==> src/rtl/stack_ctrl.sv <==
// ============================================================================
//  Module   : stack_ctrl
//  Purpose  : Multi-cycle PUSH/POP sequencer driving the register-file write
//             port and the data-memory bus for a downward-growing stack.
//  Revision : 1.0  initial release
// ============================================================================
`default_nettype none

module stack_ctrl #(
    parameter logic [3:0] SP_ADDR      = 4'd15,
    parameter logic [7:0] STACK_TOP    = 8'd127,
    parameter logic [7:0] STACK_BOTTOM = 8'd64
) (
    input  logic       clk,
    input  logic       rst,
    input  logic       start,
    input  logic       op_pop,
    input  logic [7:0] push_data,
    input  logic [3:0] pop_dst,
    input  logic [7:0] sp,
    output logic       busy,
    output logic       done,
    output logic       err,
    output logic       rf_wr_en,
    output logic [3:0] rf_addr,
    output logic [7:0] rf_wr_data,
    output logic [7:0] mem_addr,
    output logic       mem_wr,
    output logic [7:0] mem_wr_data,
    output logic       mem_rd,
    input  logic [7:0] mem_rd_data
);

    typedef enum logic [2:0] {
        S_IDLE     = 3'd0,
        S_PUSH_MEM = 3'd1,
        S_PUSH_SP  = 3'd2,
        S_POP_RD   = 3'd3,
        S_POP_SP   = 3'd4,
        S_POP_WB   = 3'd5,
        S_DONE     = 3'd6
    } state_t;

    state_t     state_q, state_d;
    logic [7:0] sp_q,    sp_d;
    logic [7:0] data_q,  data_d;
    logic [3:0] dst_q,   dst_d;
    logic [7:0] pop_q,   pop_d;
    logic       err_q,   err_d;

    always_ff @(posedge clk) begin
        if (rst) begin
            state_q <= S_IDLE;
            sp_q    <= 8'd0;
            data_q  <= 8'd0;
            dst_q   <= 4'd0;
            pop_q   <= 8'd0;
            err_q   <= 1'b0;
        end else begin
            state_q <= state_d;
            sp_q    <= sp_d;
            data_q  <= data_d;
            dst_q   <= dst_d;
            pop_q   <= pop_d;
            err_q   <= err_d;
        end
    end

    // Outputs decode only registered state, so no input reaches an output
    // combinationally; the one exception, the IDLE accept, drives no output.
    always_comb begin
        state_d     = state_q;
        sp_d        = sp_q;
        data_d      = data_q;
        dst_d       = dst_q;
        pop_d       = pop_q;
        err_d       = err_q;
        busy        = 1'b1;
        done        = 1'b0;
        err         = 1'b0;
        rf_wr_en    = 1'b0;
        rf_addr     = 4'd0;
        rf_wr_data  = 8'd0;
        mem_addr    = 8'd0;
        mem_wr      = 1'b0;
        mem_wr_data = 8'd0;
        mem_rd      = 1'b0;

        case (state_q)
            S_IDLE: begin
                busy = 1'b0;
                if (start) begin
                    sp_d   = sp;
                    data_d = push_data;
                    dst_d  = pop_dst;
                    err_d  = 1'b0;
                    if (op_pop) begin
                        if (sp == STACK_TOP) begin
                            err_d   = 1'b1;
                            state_d = S_DONE;
                        end else begin
                            state_d = S_POP_RD;
                        end
                    end else begin
                        if (sp < STACK_BOTTOM) begin
                            err_d   = 1'b1;
                            state_d = S_DONE;
                        end else begin
                            state_d = S_PUSH_MEM;
                        end
                    end
                end
            end

            S_PUSH_MEM: begin
                mem_wr      = 1'b1;
                mem_addr    = sp_q;
                mem_wr_data = data_q;
                state_d     = S_PUSH_SP;
            end

            S_PUSH_SP: begin
                rf_wr_en   = 1'b1;
                rf_addr    = SP_ADDR;
                rf_wr_data = sp_q - 8'd1;
                state_d    = S_DONE;
            end

            S_POP_RD: begin
                mem_rd   = 1'b1;
                mem_addr = sp_q + 8'd1;
                state_d  = S_POP_SP;
            end

            S_POP_SP: begin
                // Read data returns one cycle after the strobe, i.e. now.
                pop_d      = mem_rd_data;
                rf_wr_en   = 1'b1;
                rf_addr    = SP_ADDR;
                rf_wr_data = sp_q + 8'd1;
                state_d    = S_POP_WB;
            end

            S_POP_WB: begin
                rf_wr_en   = 1'b1;
                rf_addr    = dst_q;
                rf_wr_data = pop_q;
                state_d    = S_DONE;
            end

            S_DONE: begin
                done    = 1'b1;
                err     = err_q;
                state_d = S_IDLE;
            end

            default: begin
                busy    = 1'b0;
                state_d = S_IDLE;
            end
        endcase
    end

endmodule

`default_nettype wire

==> config.mk <==
export PLATFORM = sky130hd
export DESIGN_NAME = stack_ctrl
export DESIGN_NICKNAME = d
export VERILOG_FILES = /design/src/rtl/stack_ctrl.sv
export SDC_FILE = /design/constraint.sdc
export NUM_CORES = 1
export LEC_CHECK = 0
export BUFFER_PORTS_ARGS = -buffer_cell sky130_fd_sc_hd__buf_2
export CAP_MARGIN = 10
export CORE_MARGIN = 2
export CORE_UTILIZATION = 40
export CTS_BUF_LIST = sky130_fd_sc_hd__clkbuf_4 sky130_fd_sc_hd__clkbuf_8
export CTS_CLUSTER_DIAMETER = 100
export CTS_CLUSTER_SIZE = 30
export DETAILED_ROUTE_END_ITERATION = 10
export HOLD_SLACK_MARGIN = 0.1
export PLACE_DENSITY_LB_ADDON = 0.25
export SYNTH_ARGS = -nofsm -noshare
export SYNTH_HDL_FRONTEND = slang
export SYNTH_SLANG_ARGS = --single-unit
==> constraint.sdc <==
create_clock -name clk -period 1.85 [get_ports clk]
set_input_delay 0.37 -clock clk [delete_from_list [all_inputs] [get_ports clk]]
set_output_delay 0.37 -clock clk [all_outputs]
set_load 0.02 [all_outputs]
Word level (Yosys, flattened, before mapping)

Cells that the tools add are included.

Output and inout port bits: 34
Word-level logic and storage cells: 41
Input port bits: 32
Register bits: 32

Magnitude comparators: 1
$add $sub $neg: 2
Multiplexer cells: 18
Reductions and logical operators: 6
Equal/unequal tests: 8

Operator list:

| kind                                                                 | number |
|---|---|
| 8-bit case mux with 3 select lines                                   | 1 |
| 8-bit case mux with 2 select lines                                   | 1 |
| 3-bit case mux with 5 select lines                                   | 1 |
| 3-bit two-way mux                                                    | 4 |
| 3-bit == test, second input constant                                 | 3 |
| 1-bit two-way mux                                                    | 9 |
| 8-bit by 1-bit adder with 8-bit output, second input constant        | 1 |
| 8-bit by 7-bit == test with 1-bit output, second input constant      | 1 |
| 8-bit by 7-bit < comparator with 1-bit output, second input constant | 1 |
| 8-bit two-way mux                                                    | 1 |
| 4-bit case mux with 2 select lines                                   | 1 |
| 8-bit by 1-bit subtractor with 8-bit output, second input constant   | 1 |
| 3-bit by 2-bit == test with 1-bit output, second input constant      | 2 |
| 6-bit OR reduction                                                   | 1 |
| 2-bit OR reduction                                                   | 2 |
| 3-bit by 1-bit == test with 1-bit output, second input constant      | 1 |
| 3-bit zero test                                                      | 1 |
| 3-bit OR reduction                                                   | 1 |
| 2-bit inequality test, second input constant                         | 1 |
| 2-bit AND reduction                                                  | 1 |

Longest topological paths before layout

Gate-level depths: netlist of run 1.

Word-level depth: 5
Depth in mapped cells: 7
Mapped depth without buffers: 6

Worst setup path after synthesis of run 1

OpenSTA, ideal clock, no wires.

Path type: flip-flop to output port
Start point: register sp_q[0]
End point: output rf_wr_data[6]
Cell stages (with the launch flop): 8
Slack: -263 ps
Arrival: 1,743 ps
Path buffers: 1
Path through: dfxtp_1 buf_6 inv_1 ha_1 or3b_2 nor3_1 xnor2_1 o22ai_1

Cells in the longest elaborated chain, start to end: 2
Elaborated cells on any way between the ends: 3
Those cells by class: 2 x add/sub; 1 x mux

RTL lines:

| item                                                                                                         | RTL line | source |
|---|---|---|
| from (decl)                                                                                                  | 45       | `logic [7:0] sp_q, sp_d;` |
| from (signal assigned)                                                                                       | 61       | `sp_q <= sp_d;` |
| 8-bit by 1-bit adder with 8-bit output / 8-bit by 1-bit subtractor with 8-bit output (equally long branches) | 140, 125 |  |
| 8-bit case mux with 3 select lines *                                                                         | 89       | `case (state_q)` |
| to (decl)                                                                                                    | 26       | `output logic [7:0] rf_wr_data,` |

Every way passes the cells marked *; elsewhere a longest branch is shown, timed or not.

Worst setup path after layout of run 1

Start point: register sp_q[1]
End point: output rf_wr_data[5]

The elaborated chain is that of the path after synthesis.

==> run summary, run 1 <==
The run finished, with violations left. The checks that failed: setup timing. The die covers 5410 um2. STA classifies the critical path endpoint as an output port. The relative area change from synthesis to final layout is 54.4%. The global-route total usage across every layer came out at 21.7%.

The cell count after synthesis came out at 266. The H-tree level count came out at 2. Among all flip-flop cells after synthesis, the most frequent one is sky130_fd_sc_hd__dfxtp_1. The clock period minus final worst setup slack came out at 2160 ps.

The top fanout value on the critical path came out at 6. The count of inserted antenna diode cells came out at 0. The number of buffers inserted during clock tree synthesis is 5.

The die is 73.5 um tall. The clock sink count came out at 32. The number of rows created at floorplan came out at 25. The highest achievable clock rate is 464 MHz. The via-per-instance ratio came out at 5.23. The number of maximum-capacitance constraint violations came out at 0. The number of global-route vias before repair came out at 2,040. The slowest stage of the critical path is the sky130_fd_sc_hd__or4_4 cell. Setup violations remaining at the end of the flow were counted as 12. The largest delay contributor family on the critical path is simple AND/OR/NAND/NOR gates. The commonest cells after synthesis are sky130_fd_sc_hd__nand2_1, sky130_fd_sc_hd__a21oi_1, sky130_fd_sc_hd__dfxtp_1, sky130_fd_sc_hd__o21ai_0, sky130_fd_sc_hd__nor2_1. The synthesized area per cell came out at 7.27 um2. The sequential element share of the synthesized area is 33.1%. For this run, the number of Yosys warnings is 0. For the final database, setup skew stands at 6.97 ps. The layout has 412 filler cells. The number of nets at the end of the flow came out at 394.

The endpoint required time on the critical path came out at 1480 ps. The detailed-routing iteration count for the pre-antenna-repair pass came out at 4. The worst setup path is launched from a register. The final HPWL from detailed placement is 4030 um. In the final timing run, aggregate negative setup slack is -2120 ps. The worst ir drop on vdd came out at 0.000678 V. By startpoint and endpoint, the worst setup path is classified as register to output port.

The final hold violation count came out at 0. The leakage dissipation is 1.26 nW. The type of the most critical hold path is primary input to register.

The leading cell type by number of instances after synthesis is sky130_fd_sc_hd__nand2_1. After synthesis the netlist holds a flip-flop and latch count of 32. Clock latency on the worst-skew pair, taken at its later pin, is 280 ps. The number of I/O pins came out at 66. The sequential cell area came out at 657 um2. The pin count of the biggest net entering global routing is 25. The max-slew violation count is 0.

In the final layout, the multi-input gates occupy 1350 um2. The clock-pin slew of the registers on the worst-case setup and hold paths is 70 ps. The fraction of post-synthesis cell area in the top cell type by area came out at 33.1%. The total wire length after detailed routing came out at 5800 um. After detailed routing, the average wire length per cell comes to 14.0 um. The signal arrival time at the worst endpoint came out at 1790 ps. The net count after synthesis came out at 302. Setup repair after global routing could not meet its margin everywhere. The placer congestion estimate came out at 0.822.

The final core area utilization came out at 63.6%. The count of flip-flops with a built-in enable after synthesis came out at 0. The critical path's largest stage delay is 560 ps.

The overall via count from detail_route came out at 2,159. The wire length of the first global-routing pass is 9180 um. The power per cell area is 1320 nW/um2.

TritonCTS built the clock tree. The count of nets left with antenna violations after detail routing is 0. The synthesized design spends more area on one cell type than any other, namely sky130_fd_sc_hd__dfxtp_1. The chip width came out at 73.5 um.

The fraction of layout instances using a drive strength above 1 came out at 43.7%. The tree is rooted in a sky130_fd_sc_hd__clkbuf_8. The number of violations reported at the end of detailed-routing iteration 0 came out at 127.

The critical path goes through or4_4 -> o21ba_2 -> o21ai_1 -> o211ai_1 -> buf_2. The cell area after technology mapping is 1930 um2. The core region area came out at 4690 um2.

The number of input and output port buffers inserted came out at 65. Timing analysis after detailed placement gives a worst setup slack of -74.8 ps. For the pin with the worst max-slew slack, the measured transition is 570 ps. Together, buffers and inverters on the worst path number 1. The number of antenna violations at the first check in global routing came out at 0. The global-route congestion overflow total is 0. The final critical-path setup slack came out at -307 ps. The worst-case headroom to the max-slew limit came out at 61.8%. For this run, design rule violations remaining after detail routing come to 0. The worst path uses 117% of the clock period.

Yosys attributes the largest share of cell area to sky130_fd_sc_hd__dfxtp_1, sky130_fd_sc_hd__nand2_1, sky130_fd_sc_hd__a21oi_1. The number of hold buffers added after CTS was 0. The post-synthesis cell type count is 41. No sink is reached through more buffers than the 2 on the longest clock path.

The fraction of registers with async set or reset after synthesis is 0%. For this configuration, the core starts out at a cell density of 41.2%.
==> cell families (layout without fill, tap and decap cells) <==
group	count (synthesis)	count (layout)	share of synthesized area (%)
compound gates	69	69	20.4
xor+xnor	13	13	5.89
mux	4	4	2.07
buf+inv	28	121	6.28
simple gates	116	116	29.6
fa+ha+maj	4	4	2.59
flops	32	32	33.1
==> tightest hold or removal path, delay by kind of cell <==
kind	cells	cell delay [ps]
buffers and inverters	1	90
AO/OA/AOI/OAI	1	50
AND/OR/NAND/NOR	1	40
==> layout by cell type (no fill, tap or decap), drive strengths merged, types with 4 or more instances in the layout <==
cell type | Yosys | routed
a21oi | 32 | 32
and2 | 11 | 11
buf | 9 | 106
clkbuf | 12 | 8
dfxtp | 32 | 32
ha | 4 | 4
inv | 7 | 7
mux2i | 4 | 4
nand2 | 55 | 55
nand2b | 5 | 5
nor2 | 16 | 16
nor2b | 5 | 5
nor3 | 6 | 6
o21ai | 17 | 17
o22ai | 5 | 5
xnor2 | 10 | 10
==> stage by stage <==
| stage | cell area (um2) | hold slack, ps | power, mW | instances |
|---|---|---|---|---|
| after CTS | 2780 | 313 | 3.67 | 409 |
| after global routing | 2980 | 326 | 4.20 | 413 |
| after floorplan | 1990 | 432 | 2.19 | 266 |
| after detailed placement | 2510 | 443 | 2.78 | 395 |
| after global placement | 2510 | 438 | 2.74 | 395 |
| final | 2980 | 324 | 3.95 | 413 |
==> layer usage <==
| layer | vias to the layer above | track usage (%) | part of all wire (%) |
|---|---|---|---|
| met3 | 6 | 4.53 | 4.6 |
| met1 | 1014 | 25.7 | 42 |
| met5 | - | 0 | 0 |
| met2 | 50 | 39.5 | 53 |
| li1 | 1089 | - | - |
| met4 | 0 | 5.45 | 0.83 |
==> what timing repair did <==
action                                  4_1_cts  5_1_grt
setup buffers                                 5        4
endpoints found under the setup margin       29       30
gates cloned                                  1        0
pin swaps                                     8        6
gates resized for setup                      49       49
==> registers in the layout, summed over array words and instances (netlist names) <==
name and flops:
state_q 3, dst_q 4, err_q 1, sp_q 8
data_q 8, pop_q 8
==> final cells by class <==
| type | instances | area share [%] |
|---|---|---|
| Timing Repair Buffer | 106 | 26.2 |
| Inverter | 7 | 1.13 |
| Multi-Input combinational cell | 206 | 45.2 |
| Sequential cell | 32 | 22.0 |
| Tap cell | 54 | 2.26 |
| Clock buffer | 8 | 3.27 |
==> power by group <==
| part | total [mW] | internal, mW | switching (mW) |
|---|---|---|---|
| registers | 0.947 | 0.840 | 0.106 |
| clock network | 0.585 | 0.333 | 0.252 |
| logic | 2.42 | 1.14 | 1.28 |
==> final timing paths <==
kind | from | endpoint | slack, ps | depth (start not counted)
setup / recovery | sp_q[1]$_SDFFE_PP0P_ | rf_wr_data[5] | -310 | 5
setup reg to reg | state_q[2]$_SDFFE_PP0P_ | pop_q[4]$_SDFFE_PP0P_ | 280 | 5
hold reg to reg | data_q[7]$_SDFFE_PP0P_ | data_q[7]$_SDFFE_PP0P_ | 450 | 2
hold / removal | mem_rd_data[2] | pop_q[2]$_SDFFE_PP0P_ | 320 | 3
Note: power is estimated with default switching activity, not from simulation.
==> inputs of run 2 (changes only) <==
CELL_PAD_IN_SITES_DETAIL_PLACEMENT = 0   (was default)
CELL_PAD_IN_SITES_GLOBAL_PLACEMENT = 2   (was default)
CORE_UTILIZATION = 25   (was 40)
PLACE_DENSITY = 0.78   (was default)
PLACE_DENSITY_LB_ADDON = default   (was 0.25)
==> run 2 against run 1 <==
  * The run still ends with setup timing left
  * Die area rose by 56%
  * Clock power is 9.4% lower
  * Hold slack worse by 9.6 ps
  * Global-route usage decreased by 7.1 points
  * Combinational power rose by 15%
  * Final cell count increased by 14%
  * Register-to-register slack lost 40 ps
  * Via count is 0.28% lower
  * Critical path type unchanged
  * Highest routed layer unchanged
==> run summary, run 2 (synthesis results as in run 1) <==
The final critical-path setup slack is -314 ps (was -307 ps). The number of input and output port buffers inserted is 65 (unchanged). Run status: finished with violations (unchanged).

The share of total power consumed by net switching is 41.4% (about the same). The number of maximum-capacitance constraint violations is 0 (unchanged). The core region area is 7610 um2 (was 4690 um2). Cell Chain, Critical Path: or4_4 -> o21ba_2 -> o21ai_1 -> o211ai_1 -> buf_4 (was or4_4 -> o21ba_2 -> o21ai_1 -> o211ai_1 -> buf_2). The count of nets left with antenna violations after detail routing was 0 (unchanged). The final HPWL from detailed placement is 4450 um (was 4030 um). The maximum root-to-sink buffer count came out at 2 (unchanged).

The total wire length after detailed routing came out at 6320 um (was 5800 um). The number of antenna violations at the first check in global routing is 0 (unchanged). The top fanout value on the critical path came to 4 (was 6).

The hold slack is 315 ps (was 324 ps). The path type of the worst setup path is register to output port (unchanged). The switching component of the power is 1.77 mW (was 1.64 mW). The H-tree level count came out at 2 (unchanged). The sequential group share of total power is 22.4% (was 24.0%). The area of the die came out at 8450 um2 (was 5410 um2).

The relative area change from synthesis to final layout was 70.4% (was 54.4%). Violated checks: setup timing (unchanged). The slowest cell on the critical path is sky130_fd_sc_hd__or4_4 (unchanged). The buffer type at the clock tree root is sky130_fd_sc_hd__clkbuf_8 (unchanged). The total instance count after detailed placement is 448 (was 395).

The wire length of the first global-routing pass is 9880 um (was 9180 um). The number of global-route vias before repair is 2,068 (was 2,040). The number of violations reported at the end of detailed-routing iteration 0 came out at 105 (was 127). The final hold violation count is 0 (unchanged). The internal power was 2.51 mW (was 2.32 mW). The via-per-instance ratio came to 4.56 (was 5.23). The overall via count from detail_route is 2,153 (was 2,159). The total placed instance area was 2620 um2 (was 2510 um2). The global-route congestion overflow total came to 0 (unchanged). The final core area utilization is 43.3% (was 63.6%). The global-route total usage across every layer came out at 14.6% (was 21.7%). The number of rows created at floorplan came out at 32 (was 25). The share of total power in the clock network is 12.4% (was 14.8%). The endpoint required time on the critical path is 1480 ps (about the same).

Largest registers in the final layout: data_q: 8 flops, pop_q: 8 flops, sp_q: 8 flops (unchanged). The final non-filler cell area was 3290 um2 (was 2980 um2). The most common cell after layout, fill and taps aside is sky130_fd_sc_hd__nand2_1 (unchanged).

The number of nets at the end of the flow came to 406 (was 394). The number of buffers inserted during clock tree synthesis came to 5 (unchanged). The nature of the critical path startpoint was a register (unchanged). The DRC violations left is 0 (unchanged). The leakage dissipation is 1.35 nW (was 1.26 nW). The final-layout setup total negative slack is -3110 ps (was -2120 ps). The type of the most critical hold path is primary input to register (unchanged).

The number of I/O pins is 66 (unchanged). The number of hold buffers added after cts came to 0 (unchanged). The clock-pin slew of the registers on the worst-case setup and hold paths came to 70 ps (about the same). Setup repair after global routing missed its margin: yes (unchanged). The max-slew violation count was 0 (unchanged). Most frequent cells in the layout: sky130_fd_sc_hd__nand2_1, sky130_fd_sc_hd__buf_4, sky130_fd_sc_hd__buf_2, sky130_fd_sc_hd__buf_6, sky130_fd_sc_hd__a21oi_1 (was sky130_fd_sc_hd__nand2_1, sky130_fd_sc_hd__buf_2, sky130_fd_sc_hd__buf_4, sky130_fd_sc_hd__a21oi_1, sky130_fd_sc_hd__dfxtp_1). The nature of the critical path endpoint is an output port (unchanged). The highest achievable clock rate came out at 462 MHz (was 464 MHz). The detailed-routing iteration count for the pre-antenna-repair pass was 4 (unchanged). The clock period minus final worst setup slack is 2160 ps (about the same). The starting density of the core came to 25.4% (was 41.2%). The count of inserted antenna diode cells is 0 (unchanged). The number of setup violations in the final report came out at 26 (was 12). The pin count of the biggest net entering global routing came out at 22 (was 25).

The fraction of layout instances using a drive strength above 1 came out at 49.2% (was 43.7%). The average wire per cell in the routed design came out at 13.4 um (was 14.0 um). The clock latency on the worst-skew pair is 290 ps (was 280 ps). The worst setup slack before clock tree synthesis was -75.4 ps (was -74.8 ps). The slew at the pin closest to its max-slew limit came out at 477 ps (was 570 ps). The CTS tree was done (unchanged). The signal arrival time at the worst endpoint came out at 1790 ps (about the same). The post-route fraction of the period consumed by the critical path was 117% (about the same).

The maximum clock skew at final layout is 5.21 ps (was 6.97 ps). The overall power consumption is 4.28 mW (was 3.95 mW). The portion of total power attributed to combinational logic is 65.3% (was 61.3%). The worst ir drop on vdd is 0.000524 V (was 0.000678 V). The critical path's largest stage delay came out at 580 ps (was 560 ps). The clock sink count was 32 (unchanged). The height of the die came out at 91.9 um (was 73.5 um). The worst-case headroom to the max-slew limit is 68.2% (was 61.8%). The power per cell area was 1300 nW/um2 (was 1320 nW/um2). The chip width is 91.9 um (was 73.5 um). The placer congestion estimate is 0.848 (was 0.822).

The non-filler instance count after layout came to 472 (was 413).
## run 2: cell types whose count changed in the layout (fill, tap and decap cells not counted), moves of 3 or more
cell,change
sky130_fd_sc_hd__buf_12,+3
sky130_fd_sc_hd__buf_4,+4
sky130_fd_sc_hd__o21ai_4,+3
sky130_fd_sc_hd__o21ai_2,-3
sky130_fd_sc_hd__and2_4,+6
sky130_fd_sc_hd__buf_2,-5
sky130_fd_sc_hd__and2_1,-6
sky130_fd_sc_hd__buf_6,+10
## run 2: critical path, delay by kind of cell, from the launching register on
kind,cells,cell delay [ps]
simple gates,1,580
buf+inv,1,170
flops,1,330
compound gates,3,440
## run 2: cell type report
type                            count  area (um2)
Inverter                            7        33.8
Timing Repair Buffer              118         958
Sequential cell                    32         659
Clock inverter                      1        5.00
Clock buffer                        6        76.3
Tap cell                          102         128
Fill cell                         815        4310
Multi-Input combinational cell    206        1430
## run 2: path summary, 6_finish.rpt
check	slack, ps	endpoint	from	depth (start not counted)
worst min register to register	460	data_q[1]$_SDFFE_PP0P_	data_q[1]$_SDFFE_PP0P_	2
worst max-delay path	-310	rf_wr_data[5]	sp_q[2]$_SDFFE_PP0P_	5
worst min-delay path	310	data_q[3]$_SDFFE_PP0P_	push_data[3]	3
worst max register to register	240	err_q$_SDFFE_PP0P_	state_q[1]$_SDFFE_PP0P_	8
## run 2: routing by layer
metal,GRT usage (%),up-vias,wire length (um)
li1,-,1111,-
met5,0,-,0
met1,18.3,989,2800
met4,3.73,0,54
met2,24.9,46,3160
met3,3.70,7,295
## run 2: timing repair
item | 4_1_cts | 5_1_grt
endpoints found under the setup margin | 29 | 27
cloned | 1 | 0
pin swaps | 7 | 19
buffers inserted | 4 | 13
resized for setup | 73 | 63
## run 2: power by group through the flow
stage / combinational (mW) / sequential, mW / clock [mW]
detailed placement: 1.96 / 0.941 / 0
floorplan: 1.28 / 0.907 / 0
CTS: 2.27 / 0.946 / 0.547
global route: 3.02 / 0.978 / 0.584
global placement: 1.94 / 0.936 / 0
finish: 2.79 / 0.957 / 0.530
==> inputs of run 3 (changes only) <==
PLACE_DENSITY = default   (was 0.78)
PLACE_DENSITY_LB_ADDON = 0.3   (was default)
==> run 3 against run 2 <==
  * The flow still finishes with violations (setup timing)
  * Total power shrank 4.8%
  * Final area shrank 3.9%
  * Clock power shrank 2%
  * Via count shrank 2.0%
  * Clock skew is essentially flat
  * Highest routed layer unchanged
==> run summary, run 3 (synthesis results as in run 1) <==
The total wire length after detailed routing is 6220 um (was 6320 um). The number of violations reported at the end of detailed-routing iteration 0 is 35 (was 105). The number of antenna violations at the first check in global routing is 0 (unchanged).

The nature of the critical path startpoint was a register (unchanged). The power per cell area came out at 1290 nW/um2 (was 1300 nW/um2). The slew at the pin closest to its max-slew limit is 434 ps (was 477 ps). The met2 usage in global routing is 25.2% (was 24.9%). The clock period minus final worst setup slack is 2190 ps (was 2160 ps).

The number of buffers inserted during clock tree synthesis is 5 (unchanged). The chip width was 91.9 um (unchanged). The wire length of the first global-routing pass is 10,100 um (was 9880 um). The core region area is 7610 um2 (unchanged). The H-tree level count is 2 (unchanged). The area of the die came to 8450 um2 (unchanged). The slowest cell on the critical path is sky130_fd_sc_hd__or4_4 (unchanged).

The number of I/O pins came out at 66 (unchanged). The buffer type at the clock tree root is sky130_fd_sc_hd__clkbuf_8 (unchanged). The global-route congestion overflow total is 0 (unchanged).

The clock latency on the worst-skew pair was 280 ps (was 290 ps). The global-route total usage across every layer is 15.0% (was 14.6%). The detailed-routing iteration count for the pre-antenna-repair pass was 4 (unchanged). The endpoint required time on the critical path was 1480 ps (about the same). Violated checks: setup timing (unchanged). The pin count of the biggest net entering global routing is 21 (was 22).

The final core area utilization is 41.6% (was 43.3%). The highest achievable clock rate is 457 MHz (was 462 MHz). The number of global-route vias before repair came out at 2,051 (was 2,068). The met1 track demand over resource in global routing came out at 18.3% (unchanged).

The clock-pin slew of the registers on the worst-case setup and hold paths is 70 ps (about the same). The final hold violation count came out at 0 (unchanged). The fraction of layout instances using a drive strength above 1 is 45.1% (was 49.2%).

Most frequent cells in the layout: sky130_fd_sc_hd__nand2_1, sky130_fd_sc_hd__buf_4, sky130_fd_sc_hd__buf_2, sky130_fd_sc_hd__a21oi_1, sky130_fd_sc_hd__buf_6 (was sky130_fd_sc_hd__nand2_1, sky130_fd_sc_hd__buf_4, sky130_fd_sc_hd__buf_2, sky130_fd_sc_hd__buf_6, sky130_fd_sc_hd__a21oi_1). Cell Chain, Critical Path: or4_4 -> o21ba_4 -> o21ai_1 -> o211ai_1 -> buf_4 (was or4_4 -> o21ba_2 -> o21ai_1 -> o211ai_1 -> buf_4). The largest delay contributor family on the critical path is simple AND/OR/NAND/NOR gates (unchanged). The count of inserted antenna diode cells is 0 (unchanged). The nature of the critical path endpoint is an output port (unchanged). The worst ir drop on vdd came out at 0.000520 V (was 0.000524 V).

The reg-to-reg critical path endpoint is state_q[1]$_SDFFE_PP0P_ (was err_q$_SDFFE_PP0P_). The overall via count from detail_route is 2,111 (was 2,153). The number of nets at the end of the flow came out at 404 (was 406). The count of nets left with antenna violations after detail routing came out at 0 (unchanged). The start point of the critical path is sp_q[3]$_SDFFE_PP0P_ (was sp_q[2]$_SDFFE_PP0P_).

The number of input and output port buffers inserted is 65 (unchanged). The path type of the worst setup path was register to output port (unchanged). The total placed instance area is 2590 um2 (was 2620 um2). The average wire per cell in the routed design came out at 13.2 um (was 13.4 um). The relative area change from synthesis to final layout is 63.8% (was 70.4%). Setup repair after global routing missed its margin: yes (unchanged). The number of rows created at floorplan came out at 32 (unchanged). The height of the die came to 91.9 um (unchanged). The starting density of the core came out at 25.4% (unchanged).

The number of maximum-capacitance constraint violations came out at 0 (unchanged). The global routing's busiest layer is met2 (unchanged). The CTS tree is done (unchanged). The endpoint of the most critical setup path was rf_wr_data[5] (unchanged). The number of inserted filler cells in the final layout came out at 830 (was 815). The leakage dissipation was 1.32 nW (was 1.35 nW). The startpoint of the lowest-slack register-to-register path is state_q[0]$_SDFFE_PP0P_ (was state_q[1]$_SDFFE_PP0P_). The number of cells traversed by the worst register-to-register path came to 6 (was 8).

The setup slack of the worst register-to-register path came to 330 ps (was 240 ps). The type of the most critical hold path is primary input to register (unchanged). The number of setup violations in the final report came to 17 (was 26). The maximum clock skew at final layout is 5.40 ps (was 5.21 ps). The top fanout value on the critical path came to 4 (unchanged).

The placer congestion estimate came out at 0.801 (was 0.848). The number of cells traversed by the worst hold path came out at 3 (unchanged). The max-slew violation count came out at 0 (unchanged). The number of gates on the worst path with buffers counted is 5 (unchanged). The global-route met3 utilization came out at 4.03% (was 3.70%). The via-per-instance ratio came out at 4.49 (was 4.56).

The worst-case headroom to the max-slew limit came out at 71.1% (was 68.2%). The final critical-path setup slack is -340 ps (was -314 ps). The clock sink count was 32 (unchanged).

The post-route fraction of the period consumed by the critical path came to 118% (was 117%). The critical path's largest stage delay was 590 ps (was 580 ps). The sum of buffers and inverters on the critical path is 1 (unchanged). The DRC violations left came out at 0 (unchanged). The final non-filler cell area was 3170 um2 (was 3290 um2). The signal arrival time at the worst endpoint was 1820 ps (was 1790 ps). The final HPWL from detailed placement is 4470 um (was 4450 um).

The maximum root-to-sink buffer count came out at 2 (unchanged). Largest registers in the final layout: data_q: 8 flops, pop_q: 8 flops, sp_q: 8 flops (unchanged). Run status: finished with violations (unchanged).

The multi-input logic area is 1360 um2 (was 1430 um2). The most common cell after layout, fill and taps aside is sky130_fd_sc_hd__nand2_1 (unchanged). The sequential cell area was 661 um2 (was 659 um2).
[run 3: cell count changes in the layout (fill, tap and decap cells not counted), sizes merged]
cell and change:
buf -2
[run 3: cell type report]
class,instances,share of cell area [%]
Sequential cell,32,20.9
Tap cell,102,4.03
Clock buffer,6,2.41
Timing Repair Buffer,116,28.3
Clock inverter,1,0.158
Multi-Input combinational cell,206,43.1
Inverter,7,1.15
[run 3: worst min path at each step]
stage                                 from                endpoint  slack (ps)
detailed placement  data_q[0]$_SDFFE_PP0P_  data_q[0]$_SDFFE_PP0P_         440
CTS                           push_data[7]  data_q[7]$_SDFFE_PP0P_         310
global route                mem_rd_data[1]   pop_q[1]$_SDFFE_PP0P_         320
floorplan           data_q[0]$_SDFFE_PP0P_  data_q[0]$_SDFFE_PP0P_         430
global placement    data_q[0]$_SDFFE_PP0P_  data_q[0]$_SDFFE_PP0P_         440
finish                      mem_rd_data[1]   pop_q[1]$_SDFFE_PP0P_         320
[run 3: what timing repair did]
item / CTS / global route
gates cloned: 1 / 0
hold buffers: 0 / 0
resized for setup: 91 / 25
pin swaps: 16 / 14
hold endpoints to repair: 0 / 0
setup buffers: 11 / 6
setup endpoints to repair: 31 / 30
[run 3: through the flow]
stage | TNS, ps | power (mW) | hold slack, ps | cells | setup slack, ps
after floorplan | -234 | 2.19 | 432 | 266 | -58.7
after global placement | -120 | 2.85 | 439 | 446 | -52.5
after detailed placement | -155 | 2.85 | 444 | 446 | -61.3
after CTS | -2520 | 3.90 | 313 | 465 | -340
after global routing | -4360 | 4.37 | 316 | 470 | -414
final | -2820 | 4.08 | 321 | 470 | -340
[run 3: where the power goes]
part | switching [mW] | internal, mW
clock network | 0.250 | 0.270
registers | 0.108 | 0.841
logic | 1.33 | 1.28
total | 1.69 | 2.39
[run 3: per-layer routing]
metal	up-vias	wire length, um
li1	1109	-
met1	949	2790
met2	44	3010
met3	9	298
met4	0	120
met5	-	0
[run 3: tightest hold or removal path, cell delays in order]
cell and delay (ps):
sky130_fd_sc_hd__buf_2 100, sky130_fd_sc_hd__nand2_1 40, sky130_fd_sc_hd__a21oi_1 50
